==> config.mk <==
export PLATFORM = sky130hd
export DESIGN_NAME = aes_dec_round_ctrl
export DESIGN_NICKNAME = d
export VERILOG_FILES = /design/src/rtl/aes_dec_round_ctrl.sv
export SDC_FILE = /design/constraint.sdc
export NUM_CORES = 1
export LEC_CHECK = 0
export CAP_MARGIN = 20
export CORE_AREA = 2 2 405 407
export CTS_CLUSTER_DIAMETER = 50
export DETAILED_ROUTE_END_ITERATION = 16
export DIE_AREA = 0 0 407 409
export GPL_TIMING_DRIVEN = 0
export PLACE_DENSITY_LB_ADDON = 0.15
export SYNTH_ARGS = -nofsm -noshare
export SYNTH_HDL_FRONTEND = slang
export SYNTH_SLANG_ARGS = --single-unit
==> constraint.sdc <==
create_clock -name clk -period 2.6 [get_ports clk]
set_clock_uncertainty 0.2 [all_clocks]
set_input_delay 0.26 -clock clk [delete_from_list [all_inputs] [get_ports clk]]
set_output_delay 0.26 -clock clk [all_outputs]
set_load 0.005 [all_outputs]
==> src/rtl/aes_dec_round_ctrl.sv <==
// Iterative AES-128 decryption sequencer: one inverse round per clock.
// The round key schedule is walked backwards from the round-10 key by an
// external key-step unit. The inverse-round datapath is also external.
// This block holds the state/key registers, round counter, FSM and handshakes.
module aes_dec_round_ctrl #(
   parameter int NR = 10,
   parameter int W  = 128
) (
   input  logic         clk,
   input  logic         rst,
   input  logic         in_valid,
   output logic         in_ready,
   input  logic [W-1:0] ct_in,
   input  logic [W-1:0] key_in,
   output logic         out_valid,
   input  logic         out_ready,
   output logic [W-1:0] pt_out,
   output logic         busy,
   output logic [W-1:0] rnd_state_o,
   output logic [W-1:0] rnd_key_o,
   output logic         rnd_last_o,
   input  logic [W-1:0] rnd_state_i,
   output logic [W-1:0] ksch_key_o,
   output logic [7:0]   ksch_rcon_o,
   input  logic [W-1:0] ksch_key_i
);

   typedef enum logic [1:0] {
      IDLE = 2'd0,
      RUN  = 2'd1,
      DONE = 2'd2
   } fsm_t;

   fsm_t         fsm_reg, fsm_next;
   logic [3:0]   rnd_reg, rnd_next;
   logic [W-1:0] state_reg, state_next;
   logic [W-1:0] key_reg, key_next;
   logic [7:0]   rcon;

   // Rcon of the forward step that produced the current round key; the
   // inverse key step needs the same constant to undo it.
   always_comb begin
      rcon = 8'h00;
      case (rnd_reg)
         4'd1:    rcon = 8'h01;
         4'd2:    rcon = 8'h02;
         4'd3:    rcon = 8'h04;
         4'd4:    rcon = 8'h08;
         4'd5:    rcon = 8'h10;
         4'd6:    rcon = 8'h20;
         4'd7:    rcon = 8'h40;
         4'd8:    rcon = 8'h80;
         4'd9:    rcon = 8'h1b;
         4'd10:   rcon = 8'h36;
         default: rcon = 8'h00;
      endcase
   end

   // Next-state logic: load on accept, step one round per RUN cycle,
   // hold the result in DONE until the consumer takes it.
   always_comb begin
      fsm_next   = fsm_reg;
      rnd_next   = rnd_reg;
      state_next = state_reg;
      key_next   = key_reg;
      case (fsm_reg)
         IDLE: begin
            if (in_valid) begin
               // Initial AddRoundKey with the last round key happens here.
               state_next = ct_in ^ key_in;
               key_next   = key_in;
               rnd_next   = 4'(NR);
               fsm_next   = RUN;
            end
         end
         RUN: begin
            state_next = rnd_state_i;
            key_next   = ksch_key_i;
            if (rnd_reg != 4'd0) begin
               rnd_next = rnd_reg - 4'd1;
            end
            if (rnd_reg <= 4'd1) begin
               fsm_next = DONE;
            end
         end
         DONE: begin
            if (out_ready) begin
               fsm_next = IDLE;
            end
         end
         default: fsm_next = IDLE;
      endcase
   end

   // Register update; reset aborts any job in flight.
   always_ff @(posedge clk) begin
      if (rst) begin
         fsm_reg   <= IDLE;
         rnd_reg   <= 4'd0;
         state_reg <= '0;
         key_reg   <= '0;
      end else begin
         fsm_reg   <= fsm_next;
         rnd_reg   <= rnd_next;
         state_reg <= state_next;
         key_reg   <= key_next;
      end
   end

   // No new job while one is running or waiting to be collected.
   assign in_ready    = (fsm_reg == IDLE) && !rst;
   assign out_valid   = (fsm_reg == DONE);
   assign pt_out      = (fsm_reg == DONE) ? state_reg : '0;
   assign busy        = (fsm_reg == RUN) || (fsm_reg == DONE);

   assign rnd_state_o = state_reg;
   assign ksch_key_o  = key_reg;
   assign rnd_key_o   = ksch_key_i;
   assign ksch_rcon_o = (fsm_reg == RUN) ? rcon : 8'h00;
   assign rnd_last_o  = (fsm_reg == RUN) && (rnd_reg == 4'd1);

endmodule

======== Word-level counts from Yosys, hierarchy flattened ========
Memories as Yosys holds them, arrays and structs flattened. A register that Yosys moved wholly into a read port is not among the register bits.
Index checks and enable logic that the tools add are counted.
W data, S select, Z words.
storage, ports and cells
  memories kept ........................... 1
  latch bits .............................. 0
  ROM bits ................................ 128
  word-level logic and storage cells ...... 40
  register bits after elaboration ......... 262
  input bits .............................. 516
  RAM bits ................................ 0
  output and inout port bits .............. 524
operators by class
  $add $sub $neg .......................... 1
  magnitude comparators ................... 1
  multipliers ............................. 0
  divide/modulo/power cells ............... 0
  reduce and logical (&&, ||, !) cells .... 10
  mux-type cells .......................... 15
  shifts and indexed selects .............. 0
  bitwise gates (word level) .............. 1
  equality and inequality tests ........... 7
memories
  memory            words  width  read ports  clocked after Yosys merged registers in  write ports  RTL line  RTL
  (name not given)  16     8      1           1                                        0            44        case (rnd_reg)
operators with widths
  kind                   number
  $pmux W128 S2          2
  $mux W128              3
  $xor A128 B128 Y128    1
  $mux W4                4
  $mux W8                1
  $pmux W4 S2            1
  $mux W2                3
  $ne A2 B2 Y1 const B   3
  $pmux W2 S3            1
  $reduce_and A3 Y1      2
  $eq A4 B1 Y1 const B   1
  $le A4 B1 Y1 const B   1
  $reduce_bool A4 Y1     1
  $sub A4 B1 Y4 const B  1
  $eq A2 B1 Y1 const B   1
  $eq A2 B2 Y1 const B   1
  $logic_and A1 B1 Y1    2
  $logic_not A2 Y1       1
  $ne A2 B1 Y1 const B   1
  $reduce_and A2 Y1      1
  $reduce_bool A2 Y1     1
  $logic_not A1 Y1       1
  $logic_or A1 B1 Y1     1

======== Logic depth before layout (Yosys ltp) ========
Gate-level depths: netlist (run 1).
  depth in word-level cells ............... 5
  mapped depth ............................ 11
  depth with buffers taken out ............ 10

======== Worst setup path after synthesis (run 1) ========
Ideal clock, no wire load.
  path kind ............................... reg-to-reg
  start point ............................. reg fsm_reg[0]
  end point ............................... reg rcon[1] (netlist name)
  setup time .............................. 0.092 ns
  buffers on the path ..................... 1
  cell stages (with the launch flop) ...... 10
  arrival ................................. 2.104 ns
  period minus slack after synthesis ...... 2.396 ns
  setup slack ............................. 0.204 ns
  required time ........................... 2.308 ns
  cell sequence ........................... dfxtp_1 > inv_1 > ha_1 > buf_4 > mux2i_1 > a31oi_1 > mux2i_1 > or2_2 > ha_1 > o32ai_1
on the way
  longest elaborated chain between the ends .. 5
  elaborated cells on any way between the ends .. 9
  classes of those cells .................. eq/ne: 3; mux: 3; reduce/logical: 3
RTL lines
  element                                                              RTL line  RTL
  start: declaration                                                   34        fsm_t fsm_reg, fsm_next;
  start signal: assignment                                             103       fsm_reg <= fsm_next;
  $eq A2 B1 Y1 or $logic_not A2 Y1 (tied branches)                     66        case (fsm_reg)
  $ne A2 B2 Y1 (no source line) or $reduce_bool A2 Y1 (tied branches)  -
  $reduce_and A3 Y1 (no source line)                                   -
  $mux W4 (no source line) (*) (2 in series)                           -
Mark *: on every way between the ends. The rest lies on a longest branch, timed or not.
A chain may end at the register's enable or synchronous reset.

======== Final worst setup path (run 1) ========
  start point ............................. reg fsm_reg[0]
  end point ............................... out pt_out[46]
on the way
  longest elaborated chain between the ends .. 2
RTL lines
  element           RTL line  RTL
  $eq A2 B2 Y1      113       assign pt_out = (fsm_reg == DONE) ? state_reg : '0;
  $mux W128         113
  end: declaration  17        output logic [W-1:0] pt_out,
Every way passes these cells.

==> implementation parameters, run 1 <==
Parameter                              Value

Outcome
  Run status    finished, violations left
  Violations in the final reports    negative setup slack

Setup path
  Critical path type    reg -> out
  Top fanout value on the critical path    6
  Required arrival time at the worst endpoint    2140 ps
  Kind of end point of the critical path    primary output
  Kind of launch point of the worst setup path    flip-flop
  Worst Path Arrival    2220 ps
  Cell repeated most along the worst path    sky130_fd_sc_hd__buf_6
  Number of buffers and inverters on the critical path    7
  Worst path max stage delay    330 ps
  Crit-path cells    inv_2 > ha_4 > clkbuf_16 > buf_16 > buf_12 > buf_6 > clkbuf_8 > and2_4 > buf_6
  CP delay by family, top    buffers and inverters
  Cell with the largest stage delay on the worst path    sky130_fd_sc_hd__dfxtp_2

STA
  Setup repair after global routing missed its margin    true
  Worst Max-Slew Pin Slew    1071 ps
  Endpoints failing setup    45
  Final Cycle Share    103.0%
  Final critical path time including I/O delays and setup    2677 ps
  Hold violation count in the final report    0
  Final WS setup    -77.49 ps
  Max transition margin    28.57%
  Fmax    0.3735 GHz
  Total count of max-transition violations in the final report    0

Floorplanning
  Placeable Area    162000 µm²
  Total die area    166500 µm²
  Width of the die    407 µm
  Placement Rows    148
  Boundary Pins    1040
  Vertical die dimension    409 µm
  Initial Util    9.195%

Yosys
  Cells after Synth    1905
  #FFs+latches synth    270
  Post-Synth Adder-Cell Area    0.9237%
  Number of nets produced by synthesis    2432
  Part of the Yosys area used for sequential elements    36.28%
  Mux share of post-synthesis cell area    8.935%
  Simple-gate area share of the yosys netlist    19.58%
  Dominant combinational cell family by area after synthesis    simple AND/OR/NAND/NOR gates
  Count of yosys warnings during synthesis    0
  Fraction of the mapped netlist area in compound gates    15.79%
  Xor/xnor cell area share of the yosys netlist    7.524%
  Total standard cell area after synthesis    14900 µm²
  Syn_area_per_cell    7.821 µm²
  Distinct cell type count of the synthesized netlist    33

Layout
  Storage cell area    5408 µm²
  Syn-to-layout area delta    114.3%
  Fraction of layout cells with a size suffix above 1    19.61%
  Number of filler cells placed in the layout    18293
  Final #Nets    3579
  Utilization after layout    19.70%
  Finished Layout Cells    5288
  Multi-input gate area in the final layout    8287 µm²

Pwr
  Power per Cell Area    1078 nW/µm²
  Total Power    34420 µW
  Peak ir drop on the vdd network    0.3928 mV
  P_leak    0.01195 µW

Placed design
  Final weighted congestion in routability-driven placement    0.8297
  IO buf count    1038
  HPWL reported at the end of detailed placement    111600 µm
  Pre-CTS setup slack    -1377 ps
  Cell total after placement    5123

Clock network
  Number of CTS-inserted buffers    70
  Clock tree from TritonCTS    built
  Worst skew pair latency    640 ps
  H-tree depth reported by CTS    3
  Clock sink count    270
  Number of buffers between clock root and the deepest sink    3
  Clock slew at the register clock pins of the worst setup and hold paths    50 ps
  Clock tree root driver cell    sky130_fd_sc_hd__clkbuf_16

Global routing
  GRT overflow    0
  Largest net degree at the start of global routing    11
  Initial antenna violation count    17
  Overall fraction of global-route tracks in use    15.24%
  Global-route wire length before repair    171100 µm
  Vias in the first global route    18962

Detailed routing
  Average vias per placed instance    3.379
  Number of detailed-routing iterations run before antenna repair    5
  Drt drc    0
  Total via count in the routed design    17866
  Routed Antenna Nets    0
  WL/cell    24.96 µm
  Starting DRT DRC Count    762
  Total Routed Length    132000 µm

Hold path
  Path category of the worst min-delay check    in -> reg

Run
  Number of max-capacitance violations reported    0
-- Yosys cell counts, drive strengths merged --
cell type | n | area, µm²
nor2b | 3 | 18.77
or2 | 1 | 6.260
dfxtp | 270 | 5405
a31oi | 1 | 6.260
inv | 14 | 52.55
or2b | 1 | 7.510
nor4 | 2 | 12.51
o22ai | 2 | 12.51
nor2 | 139 | 521.8
nand2 | 388 | 1456
buf | 184 | 1249
ha | 11 | 137.6
o31a | 1 | 8.760
xnor2 | 128 | 1121
mux2i | 133 | 1331
nor3 | 2 | 10.01
o32ai | 3 | 26.28
or3 | 1 | 6.260
a31o | 1 | 8.760
and2 | 136 | 850.8
a211oi | 128 | 960.9
a21oi | 131 | 655.6
nand2b | 2 | 20.02
and3 | 1 | 6.260
o21ai | 131 | 655.6
a221o | 1 | 10.01
o31ai | 1 | 7.510
clkbuf | 89 | 334.1
-- area by class of cell --
class / instances / share of cell area, %
timing repair buffer: 1079 / 34.03
multi-input combinational: 1348 / 25.96
sequential: 270 / 16.94
tap: 2175 / 8.524
buffer: 269 / 6.181
clock buffer: 87 / 6.098
clock inverter: 43 / 2.077
inverter: 14 / 0.1646
antenna: 3 / 0.02352
-- worst paths after layout --
| path | from | to | slack [ps] | cells after the start |
|---|---|---|---|---|
| max reg2reg | fsm_reg[0] | rcon[4] | 60 | 11 |
| max | fsm_reg[0] | pt_out[46] | -80 | 9 |
| min reg2reg | rnd_state_o[35] | rnd_state_o[35] | 270 | 2 |
| min | ksch_key_i[38] | ksch_key_o[38] | 120 | 3 |
-- report_power, final --
part | internal (µW) | switching (µW)
Clock | 6750 | 3190
Sequential | 5720 | 1230
Combinational | 7840 | 9690
-- routing by layer --
| layer | routed length [µm] | track usage, % | part of all wire (%) | vias to the layer above |
|---|---|---|---|---|
| met2 | 66510 | 27.16 | 50 | 729 |
| li1 | - | - | - | 8565 |
| met5 | 46 | 0 | 0.035 | - |
| met4 | 2696 | 3.416 | 2.0 | 8 |
| met1 | 52230 | 17.39 | 40 | 8443 |
| met3 | 10510 | 5.102 | 8.0 | 121 |
-- logic make-up after synthesis --
group                    after synthesis
buffers and inverters                287
adder cells (fa/ha/maj)               11
AND/OR/NAND/NOR                      676
XOR/XNOR                             128
AO/OA/AOI/OAI                        400
flip-flops                           270
multiplexers                         133
-- metrics by stage --
stage | area [µm²] | setup TNS, ps | hold WS (ps)
after floorplan | 14900 | 0 | 255.8
after global placement | 28010 | -513150 | 254.3
after detailed placement | 28110 | -350800 | 260.6
after CTS | 31690 | -12740 | 34.78
after global routing | 31920 | -10830 | 86.72
final | 31920 | -1580 | 116.4
-- cells in the final DEF, fill, tap and decap left out, drive strengths merged, types with 6 or more instances in the layout --
master and instances:
clkdlybuf4s50 903, nand2 388, buf 311, dfxtp 270, clkbuf 178, nor2 139, and2 136, mux2i 133
a21oi 131, o21ai 131, xnor2 128, a211oi 128, inv 24, clkdlybuf4s15 19, dlygate4sd2 18, bufinv 14
clkinv 13, ha 11, clkinvlp 6
-- worst min-delay path: stages --
cell and delay [ps]:
sky130_fd_sc_hd__clkdlybuf4s50_1 420, sky130_fd_sc_hd__mux2i_1 140, sky130_fd_sc_hd__a211oi_1 80
-- repair_timing --
action                     4_1_cts  5_1_grt
hold endpoints to repair         9        0
pin swaps                        4        6
buffers inserted                29        5
gates resized for setup        710      135
setup endpoints to repair      399      212
cloned                           5        0
hold buffers                     1        0
Note: power is estimated with default switching activity, not from simulation.
==> run 2, diff against run 1 <==
--- a/config.mk
+++ b/config.mk
@@ -9,4 +9,5 @@
 export CORE_AREA = 2 2 405 407
 export CTS_CLUSTER_DIAMETER = 50
+export CTS_CLUSTER_SIZE = 28
 export DETAILED_ROUTE_END_ITERATION = 16
 export DIE_AREA = 0 0 407 409
==> constraint.sdc (replaced) <==
create_clock -name clk -period 2.6 [get_ports clk]
set_clock_uncertainty 0.2 [all_clocks]
set_input_delay 0.52 -clock clk [delete_from_list [all_inputs] [get_ports clk]]
set_output_delay 0.52 -clock clk [all_outputs]
set_load 0.005 [all_outputs]
==> implementation parameters, run 2 (synthesis gave the netlist of run 1 again) <==
Parameter                              Value

Pwr
  P_leak    0.01223 µW (+2.3%)
  Total Power    34940 µW (+1.5%)
  Net switching power    14260 µW (+1.1%)
  Seq pwr share    19.9% (-0.3 points)
  Part of the power in the clock network    28.4% (-0.5 points)
  Relative contribution of combinational cells to total power    51.7% (+0.8 points)
  Peak ir drop on the vdd network    0.3891 mV (-0.94%)
  Power per Cell Area    1079 nW/µm² (+0.10%)
  Internal power    20680 µW (+1.8%)
  Switching share of power    40.81% (-0.19 points)

Detailed routing
  WL/cell    24.94 µm (about the same)
  Routed Antenna Nets    0 (unchanged)
  Total Routed Length    132600 µm (+0.47%)
  Starting DRT DRC Count    642 (-16%)
  Number of detailed-routing iterations run before antenna repair    4 (-1)
  Total via count in the routed design    18019 (+0.86%)
  Average vias per placed instance    3.390 (+0.33%)
  Drt drc    0 (unchanged)

Setup path
  Worst Path Arrival    2240 ps (+20 ps)
  Setup crit start    fsm_reg[0]
  Worst path max stage delay    340 ps (about the same)
  Worst-case reg-to-reg path depth    12 (+1)
  Critical path type    reg -> out
  Kind of end point of the critical path    primary output
  Required arrival time at the worst endpoint    1880 ps (-260 ps)
  Endpoint of the worst-slack reg-to-reg timing path    rcon[2]
  Cell with the largest stage delay on the worst path    sky130_fd_sc_hd__dfxtp_2
  Register-to-register path setup slack    100 ps (+40 ps)
  Kind of launch point of the worst setup path    flip-flop
  Worst reg2reg path startpoint    fsm_reg[0]
  Crit-path cells    inv_2 > ha_4 > clkbuf_16 > buf_4 > buf_4 > clkbuf_16 > and2_4 > clkdlybuf4s15_2
  Top fanout value on the critical path    5 (-1)

STA
  Setup repair after global routing missed its margin    true
  Endpoints failing setup    122 (+170%)
  Hold violation count in the final report    0 (unchanged)
  Final critical path time including I/O delays and setup    2959 ps (+281.5 ps)
  Total count of max-transition violations in the final report    0 (unchanged)
  Max transition margin    31.68% (+3.1 points)
  Fmax    0.3380 GHz (-9.5%)
  Worst hold slack after final layout    120.4 ps (+4.054 ps)
  Final WS setup    -359.0 ps (-281.5 ps)
  Final Cycle Share    113.8% (+11 points)
  Worst Max-Slew Pin Slew    1017 ps (-54.00 ps)
  TNS Setup    -26190 ps (-24610 ps)

Layout
  Fraction of layout cells with a size suffix above 1    21.80% (+2.2 points)
  Leading cell types in the layout, fill and taps excluded    sky130_fd_sc_hd__clkdlybuf4s50_1 (880), sky130_fd_sc_hd__nand2_1 (388), sky130_fd_sc_hd__dfxtp_1 (267), sky130_fd_sc_hd__buf_4 (169), sky130_fd_sc_hd__buf_6 (140)
  Most common cell after layout, fill and taps aside    sky130_fd_sc_hd__clkdlybuf4s50_1
  Syn-to-layout area delta    117.3%
  Final #Nets    3602 (+0.64%)
  Number of filler cells placed in the layout    18289 (-0.022%)

Clock network
  Clock sink count    270 (unchanged)
  Number of buffers between clock root and the deepest sink    3 (unchanged)
  Number of CTS-inserted buffers    70 (unchanged)
  Worst skew pair latency    640 ps (about the same)
  H-tree depth reported by CTS    3 (unchanged)
  Clock tree root driver cell    sky130_fd_sc_hd__clkbuf_16
  Clock tree from TritonCTS    built
  Clock slew at the register clock pins of the worst setup and hold paths    40 ps (about the same)

Global routing
  GRT overflow    0 (unchanged)
  Global-route wire length before repair    172500 µm (+0.83%)
  Vias in the first global route    19111 (+0.79%)
  Overall fraction of global-route tracks in use    15.33% (+0.087 points)
  Initial antenna violation count    16 (-1)
  Largest net degree at the start of global routing    20 (+9)

Hold path
  Cell depth of the worst hold path    3 (unchanged)
  Path category of the worst min-delay check    in -> reg
  HP Start    rst
  Worst Hold End    rcon[5]

Placed design
  HPWL reported at the end of detailed placement    111600 µm (unchanged)
  IO buf count    1038 (unchanged)
  Final weighted congestion in routability-driven placement    0.8297 (unchanged)

Outcome
  Violations in the final reports    negative setup slack
  Run status    finished, violations left

Floorplanning
  Placement Rows    148 (unchanged)
  Total die area    166500 µm² (unchanged)
  Width of the die    407 µm (unchanged)
  Placeable Area    162000 µm² (unchanged)
  Vertical die dimension    409 µm (unchanged)
  Boundary Pins    1040 (unchanged)
  Initial Util    9.195% (unchanged)

Run
  Number of max-capacitance violations reported    0 (unchanged)
-- run 2: changes by cell type in the layout (fill, tap and decap cells not counted), moves of 8 or more --
cell | previous run | this run
sky130_fd_sc_hd__and2_4 | 78 | 100
sky130_fd_sc_hd__clkdlybuf4s15_2 | 14 | 2
sky130_fd_sc_hd__buf_6 | 90 | 140
sky130_fd_sc_hd__and2_1 | 57 | 36
sky130_fd_sc_hd__buf_4 | 161 | 169
sky130_fd_sc_hd__clkdlybuf4s50_1 | 903 | 880
-- run 2: final cells by class --
type	instances	area [µm²]	area share, %
Inverter	14	52.55	0.1623
Timing Repair Buffer	1103	11170	34.49
Multi-Input combinational cell	1348	8389	25.91
Sequential cell	270	5409	16.71
Buffer	268	2008	6.202
Clock inverter	43	663.1	2.048
Clock buffer	87	1947	6.013
Tap cell	2175	2721	8.405
Antenna cell	8	20.02	0.06183
-- run 2: worst max-delay path by stage --
stage	endpoint	cells past startpoint
after floorplan	rcon[1]	9
after global placement	pt_out[69]	6
after detailed placement	ksch_key_o[124]	7
after CTS	pt_out[88]	6
after global routing	pt_out[98]	8
final	pt_out[98]	8
-- run 2: per-layer routing --
metal	part of all wire [%]	track usage [%]	vias to the layer above
li1	-	-	8622
met1	40	17.70	8563
met2	51	27.49	718
met3	7.7	4.734	108
met4	1.8	3.135	8
met5	0.026	0	-
-- run 2: power by group through the flow --
stage	Clock, µW	Combinational, µW	Sequential (µW)
after CTS	10200	18600	6990
final	9920	18100	6960
after detailed placement	0	16600	7010
after global routing	10400	19600	7160
after global placement	0	16600	6970
after floorplan	0	6660	6710
-- run 2: through the flow --
step	cell area, µm²	utilization [%]	instances	setup WS [ps]
after global routing	32360	19.97	5311	-465.9
after detailed placement	28110	17.35	5123	-1377
after CTS	32210	19.88	5306	-488.9
after global placement	28010	17.29	5118	-2253
after floorplan	14900	-	1905	204.1
final	32380	19.98	5316	-359.0
-- run 2: critical path, delay by kind of cell, from the launching register on --
kind,cells,cell delay (ps)
adder cells (fa/ha/maj),1,180
buffers and inverters,6,920
flip-flops,1,340
AND/OR/NAND/NOR,1,160
-- run 2: repair_timing --
| action | CTS | global route |
|---|---|---|
| gates resized for setup | 928 | 128 |
| buffers inserted | 44 | 10 |
| hold buffers | 1 | 0 |
| setup endpoints to repair | 417 | 405 |
| hold endpoints to repair | 1 | 0 |
| pin swaps | 10 | 5 |
| cloned | 9 | 0 |
==> variant, RTL diff (settings of run 2) <==
Take the reset off `key_reg` and load it in a clocked block of its own.
--- a/src/rtl/aes_dec_round_ctrl.sv
+++ b/src/rtl/aes_dec_round_ctrl.sv
@@ -99,11 +99,13 @@
          rnd_reg   <= 4'd0;
          state_reg <= '0;
-         key_reg   <= '0;
       end else begin
          fsm_reg   <= fsm_next;
          rnd_reg   <= rnd_next;
          state_reg <= state_next;
-         key_reg   <= key_next;
       end
+   end
+
+   always_ff @(posedge clk) begin
+      key_reg <= key_next;
    end
 
Function: changed (a bounded check fails within 4 cycles, from zero or initial values and one cycle with rst high).
==> variant against run 2 <==
The run still ends with setup timing left. Power down 2.9%. Cell area about the same. Setup slack better by 180 ps. Count of clock-buffer cells in the layout up 9. Sequential cell count unchanged. Area after synthesis down 1.4%. Core utilization about the same. Wire length down 8.6%. Largest cell class unchanged.
==> variant: results (changes against run 2) <==
#MultiIn Comb=1091 (was 1348); routed wl met2=63990 um (was 67200 um); layout cells sized above 1=0.2805 (was 0.2180); final wirelength=121300 um (was 132600 um); Peak VDD IR=0.0005764 V (was 0.0003891 V); status=complete, but fails checks (unchanged); TritonCTS Buffers=74 (was 70); ant diodes=4 (was 8); Non-clk bufs=1325 (was 1371); DRT iter0 DRCs=625 (was 642); cell total after placement=4826 (was 5123); critical-path maximum fanout=8 (was 5); Post-synth EDFFs=128 (was 0); top cells by area, synth=edfxtp_1 (26%), dfxtp_1 (19%), nand2_1 (9.9%) (was dfxtp_1 (36%), nand2_1 (9.8%), mux2i_1 (8.9%)); WL met3=9903 um (was 10190 um); first-pass GRT wire length=156800 um (was 172500 um); violated checks=setup timing (unchanged); Layout Cells excl Fill=5017 (was 5316); fraction of area in multi-input gates=0.2162 (was 0.2591); fill count=18032 (was 18289); HPWL Detailed=100300 um (was 111600 um); final-report setup violation count=119 (was 122); wl on met1=44920 um (was 52760 um); Post-DP Area=27970 um^2 (was 28110 um^2); Worst Max-Slew Pin Slew=1038 ps (was 1017 ps); clkbuf count=96 (was 87); final worst slack=-182.9 ps (was -359.0 ps); Worst-Skew Late Latency=620 ps (was 640 ps); vias in the first global route=17132 (was 19111); clk cell area share=0.08427 (was 0.08061); worst slack at placement=-1128 ps (was -1377 ps); Setup TNS=-12080 ps (was -26190 ps); inverters=15 (was 14); post-synthesis sequential area ratio=0.4554 (was 0.3628)
-- variant: cell families (layout without fill, tap and decap cells) --
group,after synthesis,in the layout,synth area share
XOR/XNOR,128,128,0.07635
adder cells (fa/ha/maj),11,11,0.009373
other,0,4,0
AND/OR/NAND/NOR,548,548,0.1658
AO/OA/AOI/OAI,272,272,0.09501
flip-flops,270,270,0.4554
buffers and inverters,245,1477,0.09722
multiplexers,132,132,0.1009
-- variant: worst max-delay path, cell delays in order (launching register included) --
cell	delay, ps
dfxtp_4	350
inv_4	60
ha_4	220
clkbuf_16	230
clkbuf_16	180
buf_8	110
and2_4	140
buf_6	100
-- variant: what timing repair did --
action	4_1_cts	5_1_grt
hold buffers	1	0
pin swaps	22	2
gates resized for setup	943	139
hold endpoints to repair	1	0
endpoints found under the setup margin	468	262
setup buffers	29	8
cloned	12	1
-- variant: final timing paths --
check	startpoint	endpoint	slack, ps	cells after the start
worst min-delay path	rst	rcon[4]	230	3
worst min register to register	rnd_state_o[117]	rnd_state_o[117]	260	2
worst max-delay path	fsm_reg[0]	pt_out[17]	-180	7
worst max register to register	fsm_reg[0]	ksch_key_o[26]	40	8
-- variant: layer usage --
layer / up-vias / track usage
met5: - / 0
met4: 4 / 0.03423
met3: 114 / 0.05031
met2: 625 / 0.2607
met1: 7631 / 0.1505
li1: 7635 / -
-- variant: power groups by stage --
stage	Combinational, W	Clock, W	Sequential, W
floorplan	0.00525	0	0.00734
global placement	0.0147	0	0.00759
detailed placement	0.0148	0	0.00753
CTS	0.0166	0.0105	0.00752
global route	0.0177	0.0107	0.00769
finish	0.0163	0.0102	0.00749
